## config.mk

```make
export PLATFORM = sky130hd
export DESIGN_NAME = alu_arbiter_flat
export DESIGN_NICKNAME = d
export VERILOG_FILES = /design/src/rtl/alu_arbiter_if.sv /design/src/rtl/alu_arbiter.sv /design/src/flat_wrapper.sv
export SDC_FILE = /design/constraint.sdc
export NUM_CORES = 1
export LEC_CHECK = 0
export ABC_CLOCK_PERIOD_IN_PS = 2300
export BUFFER_PORTS_ARGS = -buffer_cell sky130_fd_sc_hd__clkbuf_2
export CAP_MARGIN = 10
export CORE_AREA = 3 3 233 235
export DETAILED_ROUTE_END_ITERATION = 10
export DIE_AREA = 0 0 236 238
export PLACE_DENSITY = 0.51
export SYNTH_ARGS = -nofsm -noshare
export SYNTH_HDL_FRONTEND = slang
export SYNTH_SLANG_ARGS = --single-unit
```

## constraint.sdc

```tcl
create_clock -name CLK -period 2.3 [get_ports CLK]
set_clock_uncertainty 0.05 [all_clocks]
set_input_delay 0.115 -clock CLK [delete_from_list [all_inputs] [get_ports CLK]]
set_output_delay 0.115 -clock CLK [all_outputs]
set_load 0.005 [all_outputs]
```

## src/rtl/alu_arbiter_if.sv

```systemverilog
// Requester-side handshake bundle for the shared ALU arbiter.
// One instance per requester: operation request plus held response.
interface alu_req_if #(
    parameter int WIDTH = 64,
    parameter int CTRLW = 4
);
    logic             req_valid;
    logic             req_ready;
    logic [WIDTH-1:0] a;
    logic [WIDTH-1:0] b;
    logic [CTRLW-1:0] ctrl;
    logic             rsp_valid;
    logic             rsp_ready;
    logic [WIDTH-1:0] rsp_w;
    logic             rsp_zero;

    modport master (
        output req_valid, a, b, ctrl, rsp_ready,
        input  req_ready, rsp_valid, rsp_w, rsp_zero
    );

    modport slave (
        input  req_valid, a, b, ctrl, rsp_ready,
        output req_ready, rsp_valid, rsp_w, rsp_zero
    );
endinterface

```

## src/rtl/alu_arbiter.sv

```systemverilog
// Round-robin sharing of one combinational ALU between two requesters.
// Operands are registered onto the ALU; results land in per-requester slots.
module alu_arbiter #(
    parameter int WIDTH = 64,
    parameter int CTRLW = 4
) (
    input  logic             CLK,
    input  logic             Reset,
    alu_req_if.slave         req0,
    alu_req_if.slave         req1,
    output logic [WIDTH-1:0] AluBusA,
    output logic [WIDTH-1:0] AluBusB,
    output logic [CTRLW-1:0] AluCtrl,
    input  logic [WIDTH-1:0] AluBusW,
    input  logic             AluZero,
    output logic             Busy
);

    typedef enum logic {IDLE, EXEC} state_t;

    state_t           state;
    state_t           state_nxt;
    logic             last;
    logic             owner;
    logic [1:0]       elig;
    logic [1:0]       grant;
    logic [1:0]       rsp_valid;
    logic [WIDTH-1:0] rsp_w0;
    logic [WIDTH-1:0] rsp_w1;
    logic             rsp_zero0;
    logic             rsp_zero1;

    // A full response slot blocks its requester unless it is popped this cycle
    assign elig[0] = req0.req_valid && (!rsp_valid[0] || req0.rsp_ready);
    assign elig[1] = req1.req_valid && (!rsp_valid[1] || req1.rsp_ready);

    always_ff @(posedge CLK) begin
        if (Reset) begin
            state <= IDLE;
        end else begin
            state <= state_nxt;
        end
    end

    always_comb begin
        state_nxt = state;
        grant     = 2'b00;
        unique case (state)
            IDLE: begin
                unique case (elig)
                    2'b01:   grant = 2'b01;
                    2'b10:   grant = 2'b10;
                    2'b11:   grant = last ? 2'b01 : 2'b10;
                    default: grant = 2'b00;
                endcase
                if (grant != 2'b00) begin
                    state_nxt = EXEC;
                end
            end
            EXEC: state_nxt = IDLE;
            default: state_nxt = IDLE;
        endcase
    end

    always_ff @(posedge CLK) begin
        if (Reset) begin
            AluBusA   <= '0;
            AluBusB   <= '0;
            AluCtrl   <= '0;
            last      <= 1'b1;
            owner     <= 1'b0;
            rsp_valid <= 2'b00;
            rsp_w0    <= '0;
            rsp_w1    <= '0;
            rsp_zero0 <= 1'b0;
            rsp_zero1 <= 1'b0;
        end else begin
            if (grant[0]) begin
                AluBusA <= req0.a;
                AluBusB <= req0.b;
                AluCtrl <= req0.ctrl;
                owner   <= 1'b0;
                last    <= 1'b0;
            end else if (grant[1]) begin
                AluBusA <= req1.a;
                AluBusB <= req1.b;
                AluCtrl <= req1.ctrl;
                owner   <= 1'b1;
                last    <= 1'b1;
            end
            if (rsp_valid[0] && req0.rsp_ready) begin
                rsp_valid[0] <= 1'b0;
            end
            if (rsp_valid[1] && req1.rsp_ready) begin
                rsp_valid[1] <= 1'b0;
            end
            // The owner's slot is always empty here, so no pop can collide
            if (state == EXEC) begin
                if (owner) begin
                    rsp_valid[1] <= 1'b1;
                    rsp_w1       <= AluBusW;
                    rsp_zero1    <= AluZero;
                end else begin
                    rsp_valid[0] <= 1'b1;
                    rsp_w0       <= AluBusW;
                    rsp_zero0    <= AluZero;
                end
            end
        end
    end

    assign req0.req_ready = grant[0];
    assign req1.req_ready = grant[1];
    assign req0.rsp_valid = rsp_valid[0];
    assign req1.rsp_valid = rsp_valid[1];
    assign req0.rsp_w     = rsp_w0;
    assign req1.rsp_w     = rsp_w1;
    assign req0.rsp_zero  = rsp_zero0;
    assign req1.rsp_zero  = rsp_zero1;
    assign Busy           = (state == EXEC);

endmodule

```

## src/flat_wrapper.sv

```systemverilog
// flat-port wrapper written by rule: the top's interface ports become plain ports
module alu_arbiter_flat 
#(
    parameter int WIDTH = 64,
    parameter int CTRLW = 4
)
  (CLK, Reset, AluBusA, AluBusB, AluCtrl, AluBusW, AluZero, Busy, req0_req_valid, req0_a, req0_b, req0_ctrl, req0_rsp_ready, req0_req_ready, req0_rsp_valid, req0_rsp_w, req0_rsp_zero, req1_req_valid, req1_a, req1_b, req1_ctrl, req1_rsp_ready, req1_req_ready, req1_rsp_valid, req1_rsp_w, req1_rsp_zero);
  alu_req_if #(.WIDTH(WIDTH), .CTRLW(CTRLW)) req0_i ();
  alu_req_if #(.WIDTH(WIDTH), .CTRLW(CTRLW)) req1_i ();
  input  logic CLK;
  input  logic Reset;
  output logic [WIDTH-1:0] AluBusA;
  output logic [WIDTH-1:0] AluBusB;
  output logic [CTRLW-1:0] AluCtrl;
  input  logic [WIDTH-1:0] AluBusW;
  input  logic AluZero;
  output logic Busy;
  input wire logic [$bits(req0_i.req_valid)-1:0] req0_req_valid;
  input wire logic [$bits(req0_i.a)-1:0] req0_a;
  input wire logic [$bits(req0_i.b)-1:0] req0_b;
  input wire logic [$bits(req0_i.ctrl)-1:0] req0_ctrl;
  input wire logic [$bits(req0_i.rsp_ready)-1:0] req0_rsp_ready;
  output wire logic [$bits(req0_i.req_ready)-1:0] req0_req_ready;
  output wire logic [$bits(req0_i.rsp_valid)-1:0] req0_rsp_valid;
  output wire logic [$bits(req0_i.rsp_w)-1:0] req0_rsp_w;
  output wire logic [$bits(req0_i.rsp_zero)-1:0] req0_rsp_zero;
  input wire logic [$bits(req1_i.req_valid)-1:0] req1_req_valid;
  input wire logic [$bits(req1_i.a)-1:0] req1_a;
  input wire logic [$bits(req1_i.b)-1:0] req1_b;
  input wire logic [$bits(req1_i.ctrl)-1:0] req1_ctrl;
  input wire logic [$bits(req1_i.rsp_ready)-1:0] req1_rsp_ready;
  output wire logic [$bits(req1_i.req_ready)-1:0] req1_req_ready;
  output wire logic [$bits(req1_i.rsp_valid)-1:0] req1_rsp_valid;
  output wire logic [$bits(req1_i.rsp_w)-1:0] req1_rsp_w;
  output wire logic [$bits(req1_i.rsp_zero)-1:0] req1_rsp_zero;
  assign req0_i.req_valid = req0_req_valid;
  assign req0_i.a = req0_a;
  assign req0_i.b = req0_b;
  assign req0_i.ctrl = req0_ctrl;
  assign req0_i.rsp_ready = req0_rsp_ready;
  assign req0_req_ready = req0_i.req_ready;
  assign req0_rsp_valid = req0_i.rsp_valid;
  assign req0_rsp_w = req0_i.rsp_w;
  assign req0_rsp_zero = req0_i.rsp_zero;
  assign req1_i.req_valid = req1_req_valid;
  assign req1_i.a = req1_a;
  assign req1_i.b = req1_b;
  assign req1_i.ctrl = req1_ctrl;
  assign req1_i.rsp_ready = req1_rsp_ready;
  assign req1_req_ready = req1_i.req_ready;
  assign req1_rsp_valid = req1_i.rsp_valid;
  assign req1_rsp_w = req1_i.rsp_w;
  assign req1_rsp_zero = req1_i.rsp_zero;
  alu_arbiter #(.WIDTH(WIDTH), .CTRLW(CTRLW)) u_core (.CLK(CLK), .Reset(Reset), .req0(req0_i), .req1(req1_i), .AluBusA(AluBusA), .AluBusB(AluBusB), .AluCtrl(AluCtrl), .AluBusW(AluBusW), .AluZero(AluZero), .Busy(Busy));
endmodule
```

==> results.toml <==
[status]
outcome = "finished clean"

[cts]
cts_setup_buffers = 0
cts_tree = "yes"
cts_sinks = 267
numCtsBuffers = 31
clk_latency_ps = 590
clock_path_buffers = 3
h-tree-depth = 1
cts.clk_slew.worst_paths_ps = 60
cts-root-buf = "clkbuf_16"

[job]
drv_cap = 0

[placed_design]
placed_cell_area_um2 = 14300
gp_congestion = 0.819
numPortBuffers = 601
hpwlAfterDp_um = 33600

[timing]
tns_ps = 0
tightest_slew_ps = 714
setup_viol = 0
slew_headroom = 0.524
grt_setup_unrepaired = "false"
drv_slew = 0
period_minus_slack_ps = 2190
fmax_ghz = 0.457
period_share = 0.951
hold_violations = 0

[floorplanning]
design.portCount = 602
rows = 84
initial_core_util = 0.196
die_w_um = 236
die_h_um = 238
core_um2 = 52400
fp.dieArea_um2 = 56200

[route]
drtPass1Iterations = 5
drtIter0Drc = 510
num_vias = 13000
drc = 0
routedWlPerCell_um = 16.3
vias_per_cell = 4.40
wl_um = 48100
detail-route-antenna-nets = 0

[global_route]
gr-total-overflow = 0
grt_start_max_net_pins = 86
grt_pass1_wl_um = 73400
antenna_found_initial = 3
track_usage = 0.160
grt_pass1_vias = 13400

[min_path]
worstHoldPathType = "in -> reg"
whs_path_depth = 4

[worst_setup_path]
worstPathMaxFanout = 34
worst_r2r_path_depth = 7
required_ps = 2730
crit_path_end_kind = "flip-flop"
cp.arrival_ps = 2620
cp-start-kind = "flip-flop"
crit_type = "reg -> reg"

[synth]
async_flop_share = 0
synth_top_area_share = 0.520
syn-instance-count = 1326
synth_ff_type = "dfxtp_1"
syn-cell-area_um2 = 10300
synth.area.top_cells = "dfxtp_1, nand2_1, a21oi_1"
yosysSeqAreaShare = 0.520
syn_nets = 1661
synth.distinct_cells = 20
synth_edf_count = 0
ys_seq_elements = 267
syn_avg_cell_area_um2 = 7.75
ys_warn_count = 0
yosysTopAreaCell = "dfxtp_1"

[cells_and_area]
final_cell_mix = "clkbuf_2, nand2_1, dlygate4sd3_1"
fin_area_um2 = 18700
area_growth_pct = 82.0
fin_nets = 2569
final_common_cell = "clkbuf_2"
drive_gt1_frac = 0.319

[pwr]
p_per_area_nw_per_um2 = 687
p_leak_uw = 0.00851
p_total_uw = 12900
peakVddDrop_v = 0.000574
==> flip-flops by register name (all words and copies together) (netlist names) <==
signal / flops
u_core.req1.rsp_w: 64
u_core.AluCtrl: 4
u_core.req0.rsp_w: 64
u_core.AluBusB: 64
u_core.AluBusA: 64
u_core.Busy: 1
u_core.last: 1
u_core.rsp_valid: 2
u_core.owner: 1
u_core.req1.rsp_zero: 1
u_core.req0.rsp_zero: 1
==> critical path, cell delays in order (launching register included) <==
cell and delay, ps:
dfxtp_2 350, nand2b_4 100, a311o_2 440, buf_12 180, buf_4 200, nand2_1 80, a211oi_1 60, dlygate4sd3_1 580
==> layout make-up <==
class | instances | area [µm²]
Fill cell | 5379 | 33700
Timing Repair Buffer | 992 | 6980
Sequential cell | 267 | 5350
Multi-Input combinational cell | 940 | 4480
Clock buffer | 49 | 933
Tap cell | 688 | 861
Clock inverter | 8 | 85.1
Antenna cell | 4 | 10.0
Inverter | 2 | 7.51
==> worst paths after layout <==
check | start | slack [ps] | endpoint
worst max register to register | u_core.rsp_valid[0]$_SDFF_PP0_ | 110 | u_core.AluBusB[6]$_SDFFE_PP0P_
worst min register to register | u_core.req1.rsp_w[3]$_SDFFE_PP0P_ | 400 | u_core.req1.rsp_w[3]$_SDFFE_PP0P_
worst max-delay path | u_core.rsp_valid[0]$_SDFF_PP0_ | 110 | u_core.AluBusB[6]$_SDFFE_PP0P_
worst min-delay path | req0_req_valid | 120 | u_core.last$_SDFFE_PP1P_
==> stage by stage <==
stage               utilization  worst slack, ps  std cells  hold slack (ps)
detailed placement        0.273              296       2557              298
finish                    0.357              112       2950              120
global placement          0.273              348       2557              294
CTS                       0.356             20.2       2946             63.3
floorplan                     -              609       1326              201
global route              0.357             24.4       2949              114
==> cell usage after synthesis, drive strengths merged, types with 2 or more instances <==
| library cell | n |
|---|---|
| nor2 | 137 |
| buf | 36 |
| nor2b | 2 |
| nand2 | 393 |
| a211oi | 132 |
| nand2b | 3 |
| a21oi | 264 |
| inv | 2 |
| clkbuf | 81 |
| dfxtp | 267 |
| a31oi | 2 |
==> layer usage <==
| metal | vias up | global-route usage | share of wire |
|---|---|---|---|
| li1 | 6285 | - | - |
| met1 | 5972 | 0.187 | 0.40 |
| met2 | 608 | 0.283 | 0.49 |
| met3 | 109 | 0.0377 | 0.078 |
| met4 | 0 | 0.0656 | 0.036 |
| met5 | - | 0 | 0 |
==> report_power, final <==
group	internal, µW	switching, µW
clock network	2890	2050
registers	5000	221
logic	1340	1360
total	9230	3630
==> repair_timing <==
item	in CTS	in global routing
gates resized for setup	1	4
gates cloned	0	0
hold buffers	332	0
hold endpoints to repair	265	0
endpoints found under the setup margin	2	2
==> logic make-up (layout without fill, tap and decap cells) <==
logic type,after synthesis,in the layout,share of synthesized area
and+or+nand+nor,537,537,0.198
AOI/OAI and AO/OA,403,403,0.233
DFF,267,267,0.520
buffers and inverters,119,1051,0.0488
other,0,4,0
No activity file was read; power rests on OpenSTA's default activity.
